### src/rtl/riscv_lsu_pkg.sv
// Purpose: shared load/store size encodings and LSU FSM state type.
// Latency: n/a (declarations only).
// Backpressure: n/a.
package riscv_lsu_pkg;

    // Access size encodings, also used by decoder_riscv.
    localparam logic [2:0] LDST_B  = 3'd0;
    localparam logic [2:0] LDST_H  = 3'd1;
    localparam logic [2:0] LDST_W  = 3'd2;
    localparam logic [2:0] LDST_BU = 3'd4;
    localparam logic [2:0] LDST_HU = 3'd5;

    typedef enum logic [1:0] {
        IDLE = 2'd0,
        BUSY = 2'd1,
        DONE = 2'd2
    } lsu_state_t;

endpackage

### src/rtl/riscv_lsu_if.sv
// Purpose: bundles the core-side request/response and memory-side bus of the LSU.
// Latency: n/a (wiring only).
// Backpressure: core is held by core_stall_o; memory completes with mem_ready_i.
// Signal directions in the names are as seen from the LSU (slave modport).
interface riscv_lsu_if;
    import riscv_lsu_pkg::*;

    // core side
    logic        core_req_i;
    logic        core_we_i;
    logic [2:0]  core_size_i;
    logic [31:0] core_addr_i;
    logic [31:0] core_wd_i;
    logic [31:0] core_rd_o;
    logic        core_stall_o;
    logic        fault_o;
    // memory side
    logic        mem_req_o;
    logic        mem_we_o;
    logic [3:0]  mem_be_o;
    logic [31:0] mem_addr_o;
    logic [31:0] mem_wd_o;
    logic [31:0] mem_rd_i;
    logic        mem_ready_i;

    // LSU view
    modport slave (
        input  core_req_i, core_we_i, core_size_i, core_addr_i, core_wd_i,
        input  mem_rd_i, mem_ready_i,
        output core_rd_o, core_stall_o, fault_o,
        output mem_req_o, mem_we_o, mem_be_o, mem_addr_o, mem_wd_o
    );

    // core + memory view
    modport master (
        output core_req_i, core_we_i, core_size_i, core_addr_i, core_wd_i,
        output mem_rd_i, mem_ready_i,
        input  core_rd_o, core_stall_o, fault_o,
        input  mem_req_o, mem_we_o, mem_be_o, mem_addr_o, mem_wd_o
    );

endinterface

### src/rtl/riscv_lsu_data_align.sv
// Purpose: byte-lane steering for stores, extraction/extension for loads, legality check.
// Latency: purely combinational.
// Backpressure: none; outputs follow inputs.
// Ports: size/we/addr_lo/wd/rd_word in; be/wd_rep/ld_data/illegal out.
module lsu_data_align
    import riscv_lsu_pkg::*;
(
    input  logic [2:0]  size,
    input  logic        we,
    input  logic [1:0]  addr_lo,
    input  logic [31:0] wd,
    input  logic [31:0] rd_word,
    output logic [3:0]  be,
    output logic [31:0] wd_rep,
    output logic [31:0] ld_data,
    output logic        illegal
);

    logic [31:0] shifted;

    // Bring the addressed byte/half down to bit 0.
    assign shifted = rd_word >> {addr_lo, 3'b000};

    always_comb begin
        be      = 4'b0000;
        wd_rep  = 32'h0;
        ld_data = 32'h0;
        illegal = 1'b0;
        case (size)
            LDST_B: begin
                be      = 4'b0001 << addr_lo;
                wd_rep  = {4{wd[7:0]}};
                ld_data = {{24{shifted[7]}}, shifted[7:0]};
            end
            LDST_BU: begin
                illegal = we;  // unsigned sizes only make sense for loads
                be      = 4'b0001 << addr_lo;
                wd_rep  = {4{wd[7:0]}};
                ld_data = {24'h0, shifted[7:0]};
            end
            LDST_H: begin
                illegal = addr_lo[0];
                be      = 4'b0011 << {addr_lo[1], 1'b0};
                wd_rep  = {2{wd[15:0]}};
                ld_data = {{16{shifted[15]}}, shifted[15:0]};
            end
            LDST_HU: begin
                illegal = we | addr_lo[0];
                be      = 4'b0011 << {addr_lo[1], 1'b0};
                wd_rep  = {2{wd[15:0]}};
                ld_data = {16'h0, shifted[15:0]};
            end
            LDST_W: begin
                illegal = (addr_lo != 2'b00);
                be      = 4'b1111;
                wd_rep  = wd;
                ld_data = shifted;
            end
            default: illegal = 1'b1;
        endcase
    end

endmodule

### src/rtl/riscv_lsu.sv
// Purpose: load/store unit; turns core data requests into aligned memory accesses.
// Latency: request cycle + >=1 BUSY cycle + DONE cycle (3 cycles minimum); faults take 2.
// Backpressure: core_stall_o holds the core until DONE; memory stalls via mem_ready_i.
// Ports: clk_i, rst_ni, bus (riscv_lsu_if.slave: core_* request/response, mem_* bus).
module riscv_lsu
    import riscv_lsu_pkg::*;
(
    input  logic          clk_i,
    input  logic          rst_ni,
    riscv_lsu_if.slave    bus
);

    lsu_state_t  state_q;
    logic [31:0] rd_q;
    logic        fault_q;

    logic [3:0]  be;
    logic [31:0] wd_rep;
    logic [31:0] ld_data;
    logic        illegal;
    logic        mem_req;

    lsu_data_align u_align (
        .size    (bus.core_size_i),
        .we      (bus.core_we_i),
        .addr_lo (bus.core_addr_i[1:0]),
        .wd      (bus.core_wd_i),
        .rd_word (bus.mem_rd_i),
        .be      (be),
        .wd_rep  (wd_rep),
        .ld_data (ld_data),
        .illegal (illegal)
    );

    // Outputs are gated with rst_ni so they drop to zero the instant reset asserts,
    // not at the next edge.
    assign mem_req = rst_ni & (((state_q == IDLE) & bus.core_req_i & ~illegal)
                               | (state_q == BUSY));

    assign bus.core_stall_o = bus.core_req_i & (state_q != DONE) & rst_ni;
    assign bus.core_rd_o    = rd_q;
    assign bus.fault_o      = fault_q;

    assign bus.mem_req_o  = mem_req;
    assign bus.mem_we_o   = mem_req & bus.core_we_i;
    assign bus.mem_be_o   = mem_req ? be : 4'b0000;
    assign bus.mem_wd_o   = mem_req ? wd_rep : 32'h0;
    assign bus.mem_addr_o = mem_req ? {bus.core_addr_i[31:2], 2'b00} : 32'h0;

    always_ff @(posedge clk_i or negedge rst_ni) begin
        if (!rst_ni) begin
            state_q <= IDLE;
            rd_q    <= 32'h0;
            fault_q <= 1'b0;
        end else begin
            fault_q <= 1'b0;
            case (state_q)
                IDLE: begin
                    if (bus.core_req_i) begin
                        if (illegal) begin
                            // Trapped locally: skip memory, report in DONE.
                            state_q <= DONE;
                            fault_q <= 1'b1;
                            rd_q    <= 32'h0;
                        end else begin
                            state_q <= BUSY;
                        end
                    end
                end
                BUSY: begin
                    if (bus.mem_ready_i) begin
                        state_q <= DONE;
                        if (!bus.core_we_i) begin
                            rd_q <= ld_data;
                        end
                    end
                end
                DONE:    state_q <= IDLE;
                default: state_q <= IDLE;
            endcase
        end
    end

endmodule

### src/flat_wrapper.sv
// flat-port wrapper written by rule: the top's interface ports become plain ports
module riscv_lsu_flat import riscv_lsu_pkg::*;
  (clk_i, rst_ni, bus_core_req_i, bus_core_we_i, bus_core_size_i, bus_core_addr_i, bus_core_wd_i, bus_mem_rd_i, bus_mem_ready_i, bus_core_rd_o, bus_core_stall_o, bus_fault_o, bus_mem_req_o, bus_mem_we_o, bus_mem_be_o, bus_mem_addr_o, bus_mem_wd_o);
  riscv_lsu_if bus_i ();
  input  logic clk_i;
  input  logic rst_ni;
  input wire logic [$bits(bus_i.core_req_i)-1:0] bus_core_req_i;
  input wire logic [$bits(bus_i.core_we_i)-1:0] bus_core_we_i;
  input wire logic [$bits(bus_i.core_size_i)-1:0] bus_core_size_i;
  input wire logic [$bits(bus_i.core_addr_i)-1:0] bus_core_addr_i;
  input wire logic [$bits(bus_i.core_wd_i)-1:0] bus_core_wd_i;
  input wire logic [$bits(bus_i.mem_rd_i)-1:0] bus_mem_rd_i;
  input wire logic [$bits(bus_i.mem_ready_i)-1:0] bus_mem_ready_i;
  output wire logic [$bits(bus_i.core_rd_o)-1:0] bus_core_rd_o;
  output wire logic [$bits(bus_i.core_stall_o)-1:0] bus_core_stall_o;
  output wire logic [$bits(bus_i.fault_o)-1:0] bus_fault_o;
  output wire logic [$bits(bus_i.mem_req_o)-1:0] bus_mem_req_o;
  output wire logic [$bits(bus_i.mem_we_o)-1:0] bus_mem_we_o;
  output wire logic [$bits(bus_i.mem_be_o)-1:0] bus_mem_be_o;
  output wire logic [$bits(bus_i.mem_addr_o)-1:0] bus_mem_addr_o;
  output wire logic [$bits(bus_i.mem_wd_o)-1:0] bus_mem_wd_o;
  assign bus_i.core_req_i = bus_core_req_i;
  assign bus_i.core_we_i = bus_core_we_i;
  assign bus_i.core_size_i = bus_core_size_i;
  assign bus_i.core_addr_i = bus_core_addr_i;
  assign bus_i.core_wd_i = bus_core_wd_i;
  assign bus_i.mem_rd_i = bus_mem_rd_i;
  assign bus_i.mem_ready_i = bus_mem_ready_i;
  assign bus_core_rd_o = bus_i.core_rd_o;
  assign bus_core_stall_o = bus_i.core_stall_o;
  assign bus_fault_o = bus_i.fault_o;
  assign bus_mem_req_o = bus_i.mem_req_o;
  assign bus_mem_we_o = bus_i.mem_we_o;
  assign bus_mem_be_o = bus_i.mem_be_o;
  assign bus_mem_addr_o = bus_i.mem_addr_o;
  assign bus_mem_wd_o = bus_i.mem_wd_o;
  riscv_lsu u_core (.clk_i(clk_i), .rst_ni(rst_ni), .bus(bus_i));
endmodule
### config.mk
export PLATFORM = sky130hd
export DESIGN_NAME = riscv_lsu_flat
export DESIGN_NICKNAME = d
export VERILOG_FILES = /design/src/rtl/riscv_lsu_pkg.sv /design/src/rtl/riscv_lsu_if.sv /design/src/rtl/riscv_lsu_data_align.sv /design/src/rtl/riscv_lsu.sv /design/src/flat_wrapper.sv
export SDC_FILE = /design/constraint.sdc
export NUM_CORES = 1
export LEC_CHECK = 0
export ABC_CLOCK_PERIOD_IN_PS = 6100
export CORE_MARGIN = 3
export CORE_UTILIZATION = 38
export DETAILED_ROUTE_END_ITERATION = 8
export PLACE_DENSITY = 0.87
export SETUP_SLACK_MARGIN = 0.1
export SYNTH_ARGS = -nofsm -noshare
export SYNTH_HDL_FRONTEND = slang
export SYNTH_HIERARCHICAL = 1
export SYNTH_SLANG_ARGS = --single-unit
### constraint.sdc
create_clock -name clk_i -period 6.1 [get_ports clk_i]
set_clock_uncertainty 0.2 [all_clocks]
set_input_delay 0.61 -clock clk_i [delete_from_list [all_inputs] [get_ports clk_i]]
set_output_delay 0.61 -clock clk_i [all_outputs]
set_load 0.005 [all_outputs]
=== Word-level counts from Yosys, hierarchy flattened ===
Index checks and enable logic that the tools add are counted.
Widths: inputs -> output; s select.

* Register bits: 35
* Bits in latches: 0
* RAM bits: 0
* Memory bits (read-only): 0
* Input port bits: 104
* Word-level logic and storage cells: 52
* Memories: 0

* Add/sub/neg operators: 0
* $mul: 0
* Divide/modulo/power cells: 0
* Magnitude comparators: 0
* Equal/unequal tests: 10
* Shift operators: 3
* Mux-type cells: 19
* Bitwise gates (word level): 9
* Reductions and logical operators: 8

{| class="wikitable"
|+ Operator list
! cell !! count
|-
| $mux 32 || 6
|-
| $pmux 32 s5 || 1
|-
| $pmux 32 s3 || 1
|-
| $pmux 32 s2 || 1
|-
| $shr 32x5->32 || 1
|-
| $pmux 4 s3 || 1
|-
| $ne 2x2->1 const B || 4
|-
| $and 1x1->1 || 6
|-
| $eq 3x3->1 const B || 2
|-
| $mux 2 || 3
|-
| $pmux 1 s5 || 1
|-
| $reduce_and 5->1 || 1
|-
| $mux 4 || 1
|-
| $pmux 2 s2 || 1
|-
| $reduce_bool 2->1 || 2
|-
| $reduce_or 2->1 || 2
|-
| $shl 1x2->4 const A || 1
|-
| $shl 2x2->4 const A || 1
|-
| $eq 3x1->1 const B || 1
|-
| $eq 3x2->1 const B || 1
|-
| $logic_not 3->1 || 1
|-
| $mux 1 || 3
|-
| $eq 2x1->1 const B || 1
|-
| $logic_not 2->1 || 1
|-
| other kinds (4) || 5
|}

=== Longest topological paths before layout ===
* Depth in word-level cells: 7
* Gate-level depth with buffers: 10

=== Modules after synthesis ===
Netlist, hierarchy kept.

{| class="wikitable"
|+ By module, submodules not included
! module !! instances !! cells an instance !! area each (um2)
|-
| riscv_lsu || 1 || 165 || 1846.8
|-
| lsu_data_align || 1 || 192 || 1270.0
|}

=== Worst setup path after synthesis ===
OpenSTA, ideal clock, no wires.

* Path kind: input port to output port
* Start point: input port bus_core_addr_i[0]
* End point: output port bus_mem_addr_o[10]
* Arrival time: 2162 ps
* Data required time: 5290 ps
* Setup slack: 3128 ps
* Cell stages on the path: 9
* Buffers on the path: 4
* Cell sequence: clkbuf_1 -> clkbuf_1 -> a221oi_1 -> nor2_1 -> nand2b_1 -> a21oi_2 -> buf_4 -> buf_6 -> and2_1

* Cells in the longest elaborated chain, start to end: 7
* Elaborated cells on any way between the ends: 8
* Classes of those cells: mux: 2; bitwise: 5; reduce/logical: 1

{| class="wikitable"
|+ RTL lines
! item !! RTL line !! source
|-
| from (decl) || flat_wrapper.sv:10 || <nowiki>input wire logic [$bits(bus_i.core_addr_i)-1:0] bus_core_addr_i;</nowiki>
|-
| $reduce_bool 2->1 or $or 1x1->1 (tied branches) || riscv_lsu_data_align.sv:54, riscv_lsu_data_align.sv:48 ||
|-
| $pmux 1 s5 (*) || riscv_lsu_data_align.sv:29 || <nowiki>case (size)</nowiki>
|-
| via u_core.illegal || riscv_lsu.sv:20 || <nowiki>logic illegal;</nowiki>
|-
| $not 1->1 (*) || riscv_lsu.sv:37 || <nowiki>assign mem_req = rst_ni & (((state_q == IDLE) & bus.core_req_i & ~illegal)</nowiki>
|-
| $and 1x1->1 (*) || riscv_lsu.sv:37 ||
|-
| $or 1x1->1 (*) || riscv_lsu.sv:38 || <nowiki>| (state_q == BUSY));</nowiki>
|-
| $and 1x1->1 (*) || riscv_lsu.sv:37 ||
|-
| $mux 32 (*) || riscv_lsu.sv:48 || <nowiki>assign bus.mem_addr_o = mem_req ? {bus.core_addr_i[31:2], 2'b00} : 32'h0;</nowiki>
|-
| to (decl) || flat_wrapper.sv:20 || <nowiki>output wire logic [$bits(bus_i.mem_addr_o)-1:0] bus_mem_addr_o;</nowiki>
|}

Mark *: on every way through the listed nets, which the timed path passes. The rest lies on a longest branch.

=== Worst setup path after layout ===
* Start point: input port bus_core_addr_i[0]
* End point: output port bus_mem_wd_o[11]

* Cells in the longest elaborated chain, start to end: 7
* Elaborated cells on any way between the ends: 8
* Classes of those cells: mux: 2; bitwise: 5; reduce/logical: 1

{| class="wikitable"
|+ RTL lines
! item !! RTL line !! source
|-
| $reduce_bool 2->1 or $or 1x1->1 (tied branches) || riscv_lsu_data_align.sv:54, riscv_lsu_data_align.sv:48 ||
|-
| $pmux 1 s5 (*) || riscv_lsu_data_align.sv:29 ||
|-
| via u_core.illegal || riscv_lsu.sv:20 ||
|-
| $not 1->1 (*) || riscv_lsu.sv:37 ||
|-
| $and 1x1->1 (*) || riscv_lsu.sv:37 ||
|-
| $or 1x1->1 (*) || riscv_lsu.sv:38 ||
|-
| $and 1x1->1 (*) || riscv_lsu.sv:37 ||
|-
| $mux 32 (*) || riscv_lsu.sv:47 || <nowiki>assign bus.mem_wd_o = mem_req ? wd_rep : 32'h0;</nowiki>
|-
| to (decl) || flat_wrapper.sv:21 || <nowiki>output wire logic [$bits(bus_i.mem_wd_o)-1:0] bus_mem_wd_o;</nowiki>
|}

Marks and branches as above.

==> results.md <==
- Max-slew headroom: 0.235
- Ys async rst share: 1.00
- Startpoint Class: input pin
- Port bufs: 205
- Clk root buf: clkbuf_8
- Reg2Reg Launch Point: u_core/state_q[1]$_DFFE_PN0P_
- Utilization after layout: 0.665
- DRC Markers: 0
- Crit path required time: 5.29 ns
- # diodes: 0
- DRT Pass-1 Iters: 5
- Slew Limit Fails: 0
- Worst Path Arrival: 3.68 ns
- Routed Antenna Nets: 0
- Yosys reg bits: 35
- Tcrit/Tclk final: 0.736
- Ys flop type: dfrtp_1
- Total Die Area: 9320 um^2
- Routed length on met2: 6.10 mm
- Worst hold path class: register to register
- WL met1: 4.52 mm
- I/O pin cnt: 208
- Most common cell after layout, fill and taps aside: clkdlybuf4s50_1
- Initial DRC Count: 209
- Clk slew on worst S/H paths: 0.07 ns
- Crit path max fanout: 68
- Top Metal Used: met4
- Grt ovf: 0
- Die Span X: 96.6 um
- Gpl congestion: 0.879
- Post-cts hold buffer count: 0
- Count of max-cap constraint violations: 0
- Total power: 0.763 mW
- Netlist cell types: 43
- Post-CTS Setup Bufs: 0
- Sequential share of the synthesized area: 0.281
- Syn. warnings: 6
- Static Leak: 2.13 nW
- Hold path startpoint: u_core/bus.core_rd_o[30]$_DFFE_PN0P_
- Bufs on Longest Clock Path: 2
- Clk Latency, worst-skew pair: 0.28 ns
- Post-synth EDFFs: 0
- Fillers: 655
- Hpwl dp: 9.59 mm
- GRT Total Usage: 0.252
- Critical Path Sink Type: primary output
- Power Density: 146 nW/um^2
- Initial core utilization: 0.397
- Status: completed
- Multi-input gate area: 1990 um^2
- Total clock sinks: 35
- Tmin final: 4.49 ns
- Area Overhead vs Synth: 67.6%
- Finish-stage setup viols: 0
- Via/cell ratio: 5.35
- Total core area: 7850 um^2
- Cell count after synthesis: 357
- Metal3 WL: 972 um
- Final WL: 11.9 mm
- First-pass GRT wire length: 18.0 mm
- Largest net degree at the start of global routing: 69
- Final Hold Fails: 0
- TritonCTS Buffers: 5
- Total negative slack: 0 ns
- CTS tree: built
- Wirelength per Cell: 18.6 um
- Leading cell types in the layout, fill and taps excluded: clkdlybuf4s50_1 (205), and2_1 (76), dfrtp_1 (35)
- Worst Setup SP: bus_core_addr_i[0]
- Post-CTS Resized: 0
- CP Class: input pin to primary output
- Register area: 876 um^2
- Syn Std Cell Area: 3120 um^2
- Final hold slack: 0.304 ns
- Slew @ Worst Pin: 1.14 ns
- Initial antenna violation count: 0
- Vias: 3,430
- Average size of a mapped cell: 8.73 um^2
- Pre-CTS WS: 1.66 ns
- Peak supply drop: 131 uV
- Site row count: 32
- Chip Height: 96.6 um
- Vias in the first global route: 3,430
- RSZ-0062 raised after global routing: false
- Layout cells sized above 1: 0.0482
- Maximum clock frequency: 223 MHz
- Setup slack after layout: 1.61 ns
- Net count, final: 642
- H-Tree Depth: 2
## kinds of logic after synthesis
| group | synth area share |
|---|---|
| compound gates | 0.304 |
| simple gates | 0.256 |
| buf+inv | 0.0843 |
| flops | 0.281 |
| mux | 0.0735 |
| other cells | 0.00120 |
## worst paths after layout
kind | endpoint | slack [ns] | cells past startpoint
worst max-delay path | bus_mem_wd_o[11] | 1.61 | 8
worst min-delay path | u_core/bus.core_rd_o[30]$_DFFE_PN0P_ | 0.30 | 1
worst max register to register | u_core/bus.core_rd_o[8]$_DFFE_PN0P_ | 4.30 | 4
worst min register to register | u_core/bus.core_rd_o[30]$_DFFE_PN0P_ | 0.30 | 1
max in group asynchronous | u_core/bus.core_rd_o[26]$_DFFE_PN0P_ | 4.83 | 2
min in group asynchronous | u_core/bus.core_rd_o[30]$_DFFE_PN0P_ | 0.54 | 2
## synthesized netlist by cell type (2+ instances only)
| cell | instances | area, um^2 |
|---|---|---|
| nor2b_1 | 20 | 125 |
| a2bb2oi_1 | 6 | 52.6 |
| o2bb2ai_1 | 8 | 70.1 |
| mux2i_1 | 15 | 150 |
| nand2_1 | 12 | 45.0 |
| a211oi_1 | 14 | 105 |
| buf_4 | 4 | 30.0 |
| a221oi_1 | 2 | 17.5 |
| a21oi_1 | 19 | 95.1 |
| and2_1 | 76 | 475 |
| dfrtp_1 | 35 | 876 |
| buf_2 | 2 | 10.0 |
| clkbuf_1 | 20 | 75.1 |
| mux4_2 | 2 | 45.0 |
| mux2_2 | 3 | 33.8 |
| buf_8 | 3 | 45.0 |
| nor2_1 | 6 | 22.5 |
| o21ai_0 | 27 | 135 |
| buf_6 | 7 | 78.8 |
| o31ai_1 | 3 | 22.5 |
| a21o_1 | 8 | 60.1 |
| o22ai_1 | 8 | 50.1 |
| nand2b_1 | 4 | 25.0 |
| a22o_1 | 31 | 272 |
| inv_1 | 4 | 15.0 |
## layout make-up
type / count / share of cell area
repair buffers: 211 / 0.402
well taps: 102 / 0.0244
inverters: 4 / 0.00287
multi-input cells: 281 / 0.381
clock inverters: 2 / 0.00671
flip-flops and latches: 35 / 0.168
clock buffers: 6 / 0.0158
## state kept, by name, summed over array words and instances (netlist names)
signal	flops
u_core/bus.core_rd_o	32
u_core/bus.fault_o	1
u_core/state_q	2
## critical path, stage by stage
cell             delay, ns
clkdlybuf4s50_1       0.39
buf_4                 0.26
a221oi_1              0.35
nor2_1                0.13
nand2b_1              0.21
a21oi_4               0.90
and2_1                0.28
clkdlybuf4s50_1       0.51
## through the flow
| stage | cell area, um^2 | std cells |
|---|---|---|
| 2_1_floorplan | 3120 | 358 |
| 3_3_place_gp | 5100 | 633 |
| 3_5_place_dp | 5100 | 633 |
| 4_1_cts | 5220 | 641 |
| 5_1_grt | 5220 | 641 |
| 6_report | 5220 | 641 |
## layer usage
metal	up-vias	track usage
met5	-	0
met4	0	0.0876
met3	27	0.0465
met2	156	0.439
met1	1594	0.310
li1	1653	-
## power breakdown
part	total, mW	internal [mW]	switching [mW]
sequential	0.255	0.245	0.00969
combinational	0.294	0.169	0.125
clock	0.214	0.132	0.0823
total	0.763	0.546	0.217
Note: power is estimated with default switching activity, not from simulation.
